==> src/rtl/instr_fetch_unit.sv <==
// rtl/instr_fetch_unit.sv - fetch stage: PC register, 2-entry {pc, instr} buffer, decode handshake
module instr_fetch_unit #(
  parameter int unsigned      PC_WIDTH = 32,
  parameter logic [PC_WIDTH-1:0] RESET_PC = '0
) (
  input  logic                clk,
  input  logic                rst_n,
  input  logic                fetch_enable,
  output logic [PC_WIDTH-1:0] PC_new,
  input  logic [31:0]         Instr,
  input  logic                redirect_valid,
  input  logic [PC_WIDTH-1:0] redirect_pc,
  output logic                id_valid,
  input  logic                id_ready,
  output logic [31:0]         id_instr,
  output logic [PC_WIDTH-1:0] id_pc
);

  typedef enum logic [1:0] {
    EMPTY = 2'd0,
    ONE   = 2'd1,
    FULL  = 2'd2
  } state_t;

  state_t              state;
  logic [PC_WIDTH-1:0] pc_q;
  logic [PC_WIDTH-1:0] head_pc;
  logic [31:0]         head_instr;
  logic [PC_WIDTH-1:0] tail_pc;
  logic [31:0]         tail_instr;
  logic                pop;
  logic                fire;

  assign PC_new   = pc_q;
  assign id_valid = (state != EMPTY);
  assign id_pc    = head_pc;
  assign id_instr = head_instr;

  assign pop  = id_valid & id_ready;
  assign fire = fetch_enable & ~redirect_valid & ((state != FULL) | pop);

  always_ff @(posedge clk or negedge rst_n) begin
    if (!rst_n) begin
      pc_q <= RESET_PC;
    end else if (redirect_valid) begin
      pc_q <= redirect_pc;
    end else if (fire) begin
      pc_q <= pc_q + PC_WIDTH'(1);
    end
  end

  // Head is always the oldest entry; tail is only meaningful in FULL.
  always_ff @(posedge clk or negedge rst_n) begin
    if (!rst_n) begin
      state      <= EMPTY;
      head_pc    <= '0;
      head_instr <= '0;
      tail_pc    <= '0;
      tail_instr <= '0;
    end else if (redirect_valid) begin
      state <= EMPTY;
    end else begin
      case (state)
        EMPTY: begin
          if (fire) begin
            head_pc    <= pc_q;
            head_instr <= Instr;
            state      <= ONE;
          end
        end
        ONE: begin
          if (pop && fire) begin
            head_pc    <= pc_q;
            head_instr <= Instr;
          end else if (pop) begin
            state <= EMPTY;
          end else if (fire) begin
            tail_pc    <= pc_q;
            tail_instr <= Instr;
            state      <= FULL;
          end
        end
        FULL: begin
          // A push while FULL is only possible together with a pop.
          if (pop) begin
            head_pc    <= tail_pc;
            head_instr <= tail_instr;
            if (fire) begin
              tail_pc    <= pc_q;
              tail_instr <= Instr;
            end else begin
              state <= ONE;
            end
          end
        end
        default: state <= EMPTY;
      endcase
    end
  end

endmodule

==> config.mk <==
export PLATFORM = sky130hd
export DESIGN_NAME = instr_fetch_unit
export DESIGN_NICKNAME = d
export VERILOG_FILES = /design/src/rtl/instr_fetch_unit.sv
export SDC_FILE = /design/constraint.sdc
export NUM_CORES = 1
export LEC_CHECK = 0
export ABC_CLOCK_PERIOD_IN_PS = 1950
export CORE_MARGIN = 2
export CORE_UTILIZATION = 46
export CTS_CLUSTER_SIZE = 8
export DETAILED_ROUTE_END_ITERATION = 8
export GPL_TIMING_DRIVEN = 0
export PLACE_DENSITY = 0.76
export SLEW_MARGIN = 20
export SYNTH_ARGS = -nofsm -noshare
export SYNTH_HDL_FRONTEND = slang
export SYNTH_SLANG_ARGS = --single-unit
==> constraint.sdc <==
create_clock -name clk -period 1.95 [get_ports clk]
set_input_delay 0.2925 -clock clk [delete_from_list [all_inputs] [get_ports clk]]
set_output_delay 0.2925 -clock clk [all_outputs]
set_load 0.05 [all_outputs]
==> impl_metrics.env, run 1 <==
export IMPL_status="finished, violations left"
export IMPL_violations="negative setup slack"
export IMPL_portBuffers=164
export IMPL_worst_path_stages=5
export IMPL_ff2ff_path_depth=5
export IMPL_worstSetupStartpointType="register"
export IMPL_drt_wl_total_mm=20.2
export IMPL_hp_class="in -> reg"
export IMPL_hold_path_startpoint="id_ready"
export IMPL_finalHoldViolations=0
export IMPL_crit_fanout=5
export IMPL_die_h_um=133
export IMPL_firstDrtPassIters=4
export IMPL_gp_congestion=0.866
export IMPL_clock_sinks=162
export IMPL_io_pin_count=166
export IMPL_cts_tree="done"
export IMPL_leakagePower_nw=4.40
export IMPL_wire_per_inst_um=19.1
export IMPL_ant_nets=0
export IMPL_clock_fmax_mhz=495
export IMPL_synth_edf_count=0
export IMPL_initial_core_util_pct=46.7
export IMPL_areaGrowthSynthToFinish_pct=39.8
export IMPL_synth_seq_cells=162
export IMPL_muxShareOfSynthArea_pct=28.1
export IMPL_avgSynthCellArea_um2=12.6
export IMPL_drt_initial_drc_count=322
export IMPL_r2r_end="PC_new[16]"
export IMPL_synth_xor_area_share_pct=0.114
export IMPL_die_width_um=133
export IMPL_syn_nets=680
export IMPL_worst_path_max_delay_cell="or4_4"
export IMPL_vias_per_cell=5.53
export IMPL_num_fill_cells=1252
export IMPL_synth_adder_area_share_pct=0.163
export IMPL_power_share_sequential_pct=40.2
export IMPL_grt_overflow=0
export IMPL_synth_compound_area_share_pct=5.98
export IMPL_clkPwrFrac_pct=28.3
export IMPL_p_comb_share_pct=31.4
export IMPL_die_area_mm2=0.0178
export IMPL_vias=5860
export IMPL_cts_max_level=4
export IMPL_fin_tns_setup_ns=-0.213
export IMPL_synth_async_sr_flop_share_pct=100
export IMPL_holdPathEnd="state[1]"
export IMPL_p_sw_share_pct=33.9
export IMPL_core_area_mm2=0.0165
export IMPL_path_cells="nor3b_4 > or4_4 > buf_6 > or4_4 > a31oi_1"
export IMPL_setup_viol=8
export IMPL_synth_cell_type_count=47
export IMPL_grt_max_degree=83
export IMPL_layout_nets=895
export IMPL_tightest_slew_ns=0.662
export IMPL_path_buf_inv=1
export IMPL_syn_cell_area_mm2=0.00769
export IMPL_cp_end_kind="register"
export IMPL_skew_ns=0.0140
export IMPL_cts_buffers_inserted=17
export IMPL_drc=0
export IMPL_slew_headroom_pct=55.9
export IMPL_critPathKind="reg -> reg"
export IMPL_ys_warnings_count=0
export IMPL_power_switching_mw=3.94
export IMPL_ir_worst_vdd_uv=600
export IMPL_grt_pass1_wl_mm=32.7
export IMPL_final_util_pct=65.3
export IMPL_r2r_start="state[1]"
export IMPL_clk_latency_ns=0.43
export IMPL_drv_cap=0
export IMPL_seq_area_frac_synth_pct=52.7
export IMPL_p_int_mw=7.69
export IMPL_grt_pass1_vias=6232
export IMPL_reg2reg_slack_ns=-0.07
export IMPL_crit_required_ns=2.29
export IMPL_dp_hpwl_mm=13.9
export IMPL_drive_gt1_share_pct=41.1
export IMPL_drv_slew=0
export IMPL_cts_reportedPaths_clkPinSlew_ns=0.06
export IMPL_post_route_min_period_ns=2.02
export IMPL_rsz0062_at_grt="yes"
export IMPL_grt_usage_pct=23.5
export IMPL_period_share_pct=104
export IMPL_synthCells=610
export IMPL_ys_flop_type="dfrtp_1"
export IMPL_critPathArrivalTime_ns=2.36
export IMPL_worstHoldPathCells=4
export IMPL_antenna_found_initial=2
export IMPL_fin_ws_ns=-0.0703
export IMPL_synth_top_family_by_area="multiplexers"
export IMPL_p_per_area_mw_per_mm2=1080
export IMPL_clockBufferDepth=2
export IMPL_crit_family="simple AND/OR/NAND/NOR gates"
export IMPL_crit_top_cell="or4_4"
export IMPL_slowest_delay_ns=0.54
export IMPL_rows=47
export IMPL_clockRootBuffer="clkbuf_16"
export IMPL_synthSimpleGateAreaFrac_pct=10.1
worst max path at each step:
stage,from,end,slack (ns)
after global routing,state[1],PC_new[16],-0.12
after CTS,state[1],PC_new[16],-0.07
after floorplan,PC_new[0],PC_new[20],-0.18
final,state[1],PC_new[16],-0.07
after global placement,rst_n,PC_new[27],-6.39
after detailed placement,fetch_enable,id_pc[13],-1.00
Yosys cell counts (2+ instances only):
cell type | instances | area share, %
nor4_1 | 6 | 0.49
inv_1 | 8 | 0.39
a221o_1 | 2 | 0.26
o211ai_1 | 4 | 0.39
o311ai_0 | 13 | 1.5
and4_1 | 4 | 0.46
nor3_1 | 3 | 0.20
a21oi_1 | 2 | 0.13
a31oi_1 | 12 | 0.98
or3_1 | 5 | 0.41
mux2_2 | 191 | 28
nand2_1 | 38 | 1.9
or4_1 | 15 | 1.5
and3_1 | 3 | 0.24
or2_2 | 3 | 0.24
buf_2 | 12 | 0.78
nor2_1 | 15 | 0.73
o31ai_1 | 8 | 0.78
nor2b_1 | 5 | 0.41
buf_6 | 2 | 0.29
dfrtp_1 | 162 | 53
nand3b_1 | 2 | 0.20
o21ai_0 | 11 | 0.72
clkbuf_1 | 27 | 1.3
nand4_1 | 14 | 1.1
nand3_1 | 16 | 1.0
and2_1 | 2 | 0.16
nand2b_1 | 4 | 0.33
o31a_1 | 3 | 0.34
power by group through the flow:
stage	clock (mW)	combinational, mW	sequential, mW
floorplan	0	1.07	5.91
global placement	0	3.50	4.68
detailed placement	0	3.59	4.73
CTS	3.35	3.64	4.68
global route	3.50	3.85	4.78
finish	3.30	3.66	4.68
state kept, by name, summed over array words and instances, names as in the netlist:
name	count
tail_pc	32
tail_instr	32
id_pc	32
state	2
PC_new	32
id_instr	32
routing by layer:
| metal | share of wire (%) | wire, µm | GRT usage [%] |
|---|---|---|---|
| met3 | 6.5 | 1320 | 5.29 |
| met2 | 50 | 10000 | 39.9 |
| met1 | 42 | 8480 | 29.4 |
| met5 | 0.064 | 13 | 0 |
| met4 | 2.0 | 399 | 8.75 |
cells in the final DEF, fill, tap and decap left out, types with 11 or more instances in the layout:
master / Yosys / layout
a31oi_1: 12 / 12
buf_4: 0 / 35
buf_6: 2 / 11
clkbuf_1: 27 / 12
clkbuf_16: 0 / 17
clkdlybuf4s50_1: 0 / 131
dfrtp_1: 162 / 138
dfrtp_2: 0 / 24
dlygate4sd2_1: 0 / 27
mux2_2: 191 / 190
nand2_1: 38 / 34
nand3_1: 16 / 13
nand4_1: 14 / 14
nor2_1: 15 / 14
cells by family after synthesis:
group,count (synthesis)
xor+xnor,1
simple gates,140
flops,162
compound gates,63
fa+ha+maj,1
buf+inv,51
mux,192
area by class of cell:
type,instances,area [µm²],area share (%)
Sequential cell,162,4080,38.0
Buffer,38,287,2.66
Clock buffer,23,468,4.35
Antenna cell,1,2.50,0.0233
Multi-Input combinational cell,397,3570,33.2
Timing Repair Buffer,200,1920,17.9
Clock inverter,9,106,0.989
Inverter,9,33.8,0.314
Tap cell,220,275,2.56
metrics by stage:
step           hold WS, ns  cells  total power [mW]  area, µm²  worst slack (ns)
6_report             0.397   1059              11.6      10800           -0.0703
5_1_grt              0.442   1059              12.1      10800            -0.120
4_1_cts              0.423   1049              11.7      10600           -0.0716
3_5_place_dp         0.322    995              8.33       9750             -1.00
2_1_floorplan     -0.00309    610              6.98       7800            -0.179
3_3_place_gp         0.481    994              8.18       9720             -6.39
worst reg2reg max path: stages (launching register included):
cell     delay, ns
dfrtp_2       0.42
nor3b_4       0.17
or4_4         0.54
buf_6         0.16
or4_4         0.47
a31oi_1       0.19
repair_timing:
action | CTS | global route
hold buffers | 1 | 0
hold endpoints to repair | 80 | 0
cloned | 0 | 0
setup buffers | 24 | 10
resized for setup | 80 | 32
pin swaps | 15 | 6
endpoints found under the setup margin | 180 | 80
(Power assumes the default switching activity.)
==> run 2, diff against run 1 <==
- ABC_AREA: not set -> 1
- CORE_UTILIZATION: 46 -> 47
- PLACE_DENSITY: 0.76 -> 0.77
==> run 2 against run 1 <==
The flow now finishes without violations. Final cell count is 44% higher. Critical endpoint is now PC_new[0]. Die area up 7.5%. Combinational power rose by 110%.
==> impl_metrics.env, run 2 <==
export IMPL_status="complete, no violations"
export IMPL_die_h_um=138
export IMPL_placed_area_mm2=0.0104
export IMPL_crit_required_ns=1.66
export IMPL_syn_cell_area_mm2=0.00847
export IMPL_grt_usage_pct=23.9
export IMPL_drv_slew=0
export IMPL_wire_per_inst_um=14.6
export IMPL_synth_async_sr_flop_share_pct=100
export IMPL_p_per_area_mw_per_mm2=1500
export IMPL_fin_ws_ns=0.0104
export IMPL_core_area_mm2=0.0178
export IMPL_cts_max_level=4
export IMPL_rsz0062_at_grt="no"
export IMPL_p_comb_share_pct=45.3
export IMPL_power_share_sequential_pct=33.2
export IMPL_grt_pass1_vias=7322
export IMPL_grt_max_degree=96
export IMPL_clock_fmax_mhz=516
export IMPL_portBuffers=165
export IMPL_rows=49
export IMPL_io_pin_count=166
export IMPL_initial_core_util_pct=47.5
export IMPL_synth_common_cells="nand2_1 (334), inv_1 (165), dfrtp_1 (162), o21ai_1 (94), o21ai_0 (85)"
export IMPL_synth_top_area_share_pct=47.9
export IMPL_yosysMostFrequentCell="nand2_1"
export IMPL_vias=7610
export IMPL_layout_nets=1349
export IMPL_critPathKind="reg -> out"
export IMPL_critPathArrivalTime_ns=1.65
export IMPL_hold_ws_ns=0.387
export IMPL_drt_wl_total_mm=22.3
export IMPL_clockBufferDepth=2
export IMPL_p_total_mw=16.6
export IMPL_stdcell_area_mm2=0.0111
export IMPL_wl_met3_mm=1.23
export IMPL_ir_worst_vdd_uv=1120
export IMPL_cp_end_kind="output port"
export IMPL_dr_wl_met2_mm=10.2
export IMPL_finalHoldViolations=0
export IMPL_cts_reportedPaths_clkPinSlew_ns=0.06
export IMPL_period_share_pct=99.5
export IMPL_yosys_top_cells_area="dfrtp_1 (48%), nand2_1 (15%), inv_1 (7.3%)"
export IMPL_tightest_slew_ns=0.635
export IMPL_yosys_area_top_type="dfrtp_1"
export IMPL_drv_cap=0
export IMPL_cts_buffers_inserted=17
export IMPL_firstDrtPassIters=6
export IMPL_power_switching_mw=7.20
export IMPL_cts_tree="done"
export IMPL_avgSynthCellArea_um2=7.75
export IMPL_drc=0
export IMPL_synth_edf_count=0
export IMPL_clockRootBuffer="clkbuf_16"
export IMPL_maxUsedRoutingLayer="met4"
export IMPL_crit_fanout=3
export IMPL_crit_family="buffers and inverters"
export IMPL_clk_latency_ns=0.42
export IMPL_path_buf_inv=1
export IMPL_clkPwrFrac_pct=21.5
export IMPL_grt_overflow=0
export IMPL_skew_ns=0.00906
export IMPL_path_cells="clkdlybuf4s50_1"
export IMPL_slew_headroom_pct=57.7
export IMPL_antenna_found_initial=0
export IMPL_vias_per_cell=5.00
export IMPL_drt_initial_drc_count=513
export IMPL_slowest_delay_ns=0.82
export IMPL_clock_sinks=162
export IMPL_seq_area_frac_synth_pct=47.9
export IMPL_drive_gt1_share_pct=13.2
export IMPL_dp_hpwl_mm=16.0
export IMPL_post_cts_buffers=0
export IMPL_layout_common_cells="nand2_1 (333), inv_1 (165), dfrtp_1 (162)"
export IMPL_ys_warnings_count=0
export IMPL_p_int_mw=9.45
export IMPL_grt_pass1_wl_mm=37.0
export IMPL_worst_path_max_delay_cell="clkdlybuf4s50_1"
export IMPL_final_common_cell="nand2_1"
export IMPL_ys_flop_type="dfrtp_1"
export IMPL_final_util_pct=62.0
export IMPL_die_width_um=138
export IMPL_areaGrowthSynthToFinish_pct=30.7
export IMPL_wl_met1_mm=10.4
export IMPL_hp_class="in -> async"
export IMPL_post_route_min_period_ns=1.94
export IMPL_worstSetupStartpointType="register"
export IMPL_dp_slack_ns=-0.188
export IMPL_gp_congestion=0.913
export IMPL_leakagePower_nw=5.31
export IMPL_die_area_mm2=0.0191
export IMPL_p_sw_share_pct=43.2
export IMPL_synthCells=1093
export IMPL_syn_nets=1163
export IMPL_num_antenna_cells=0
export IMPL_ant_nets=0
export IMPL_setup_viol=0
export IMPL_synth_seq_cells=162
export IMPL_synth_cell_type_count=35
run 2: worst paths after layout:
kind | cells after the start | startpoint | end | slack (ns)
max reg2reg | 10 | PC_new[1] | PC_new[30] | 0.20
min in group clk | 3 | redirect_pc[9] | PC_new[9] | 0.40
min reg2reg | 2 | tail_pc[27] | tail_pc[27] | 0.49
max | 1 | PC_new[0] | PC_new[0] | 0.01
min | 2 | rst_n | id_pc[4] | 0.39
max in group asynchronous | 3 | rst_n | tail_instr[1] | 0.74
run 2: cell families after synthesis:
| kind of cell | share of synthesized area (%) |
|---|---|
| AOI/OAI and AO/OA | 16.4 |
| xor gates and xnor gates | 0.931 |
| adders and majority gates | 0.148 |
| buffers and inverters | 11.9 |
| DFF | 47.9 |
| and+or+nand+nor | 22.8 |
run 2: routing by layer:
| layer | GRT usage (%) | vias up |
|---|---|---|
| li1 | - | 3764 |
| met1 | 34.6 | 3542 |
| met2 | 37.5 | 272 |
| met3 | 3.67 | 32 |
| met4 | 6.66 | 0 |
| met5 | 0 | - |
run 2: area by class of cell:
type	count	area (µm²)
buffer	49	369
clock buffer	22	494
clock inverter	10	146
fill	1616	6770
inverter	170	641
multi-input combinational	712	3410
sequential	162	4050
tap	229	287
timing repair buffer	167	1670
run 2: through the flow:
stage	setup TNS [ns]	cells
after floorplan	0	1093
after global placement	-973.07	1487
after detailed placement	-12.53	1488
after CTS	0	1521
after global routing	0	1521
final	0	1521
run 2: power by group through the flow:
stage                     registers, mW  clock network, mW  logic (mW)
after global placement             5.54                  0        7.49
final                              5.53               3.58        7.54
after CTS                          5.53               3.62        7.58
after floorplan                    8.08                  0        2.58
after detailed placement           5.59                  0        7.60
after global routing               5.71               3.78        8.08
run 2: timing repair:
action / in CTS / in global routing
endpoints found under the hold margin: 67 / 0
setup endpoints to repair: 31 / 8
hold buffers: 1 / 0
resized for setup: 31 / 8
==> run 3, diff against run 2 <==
- SKIP_LAST_GASP: not set -> 1
==> results of run 3 <==
No change in the layout: final DEF, timing and power equal those of run 2.
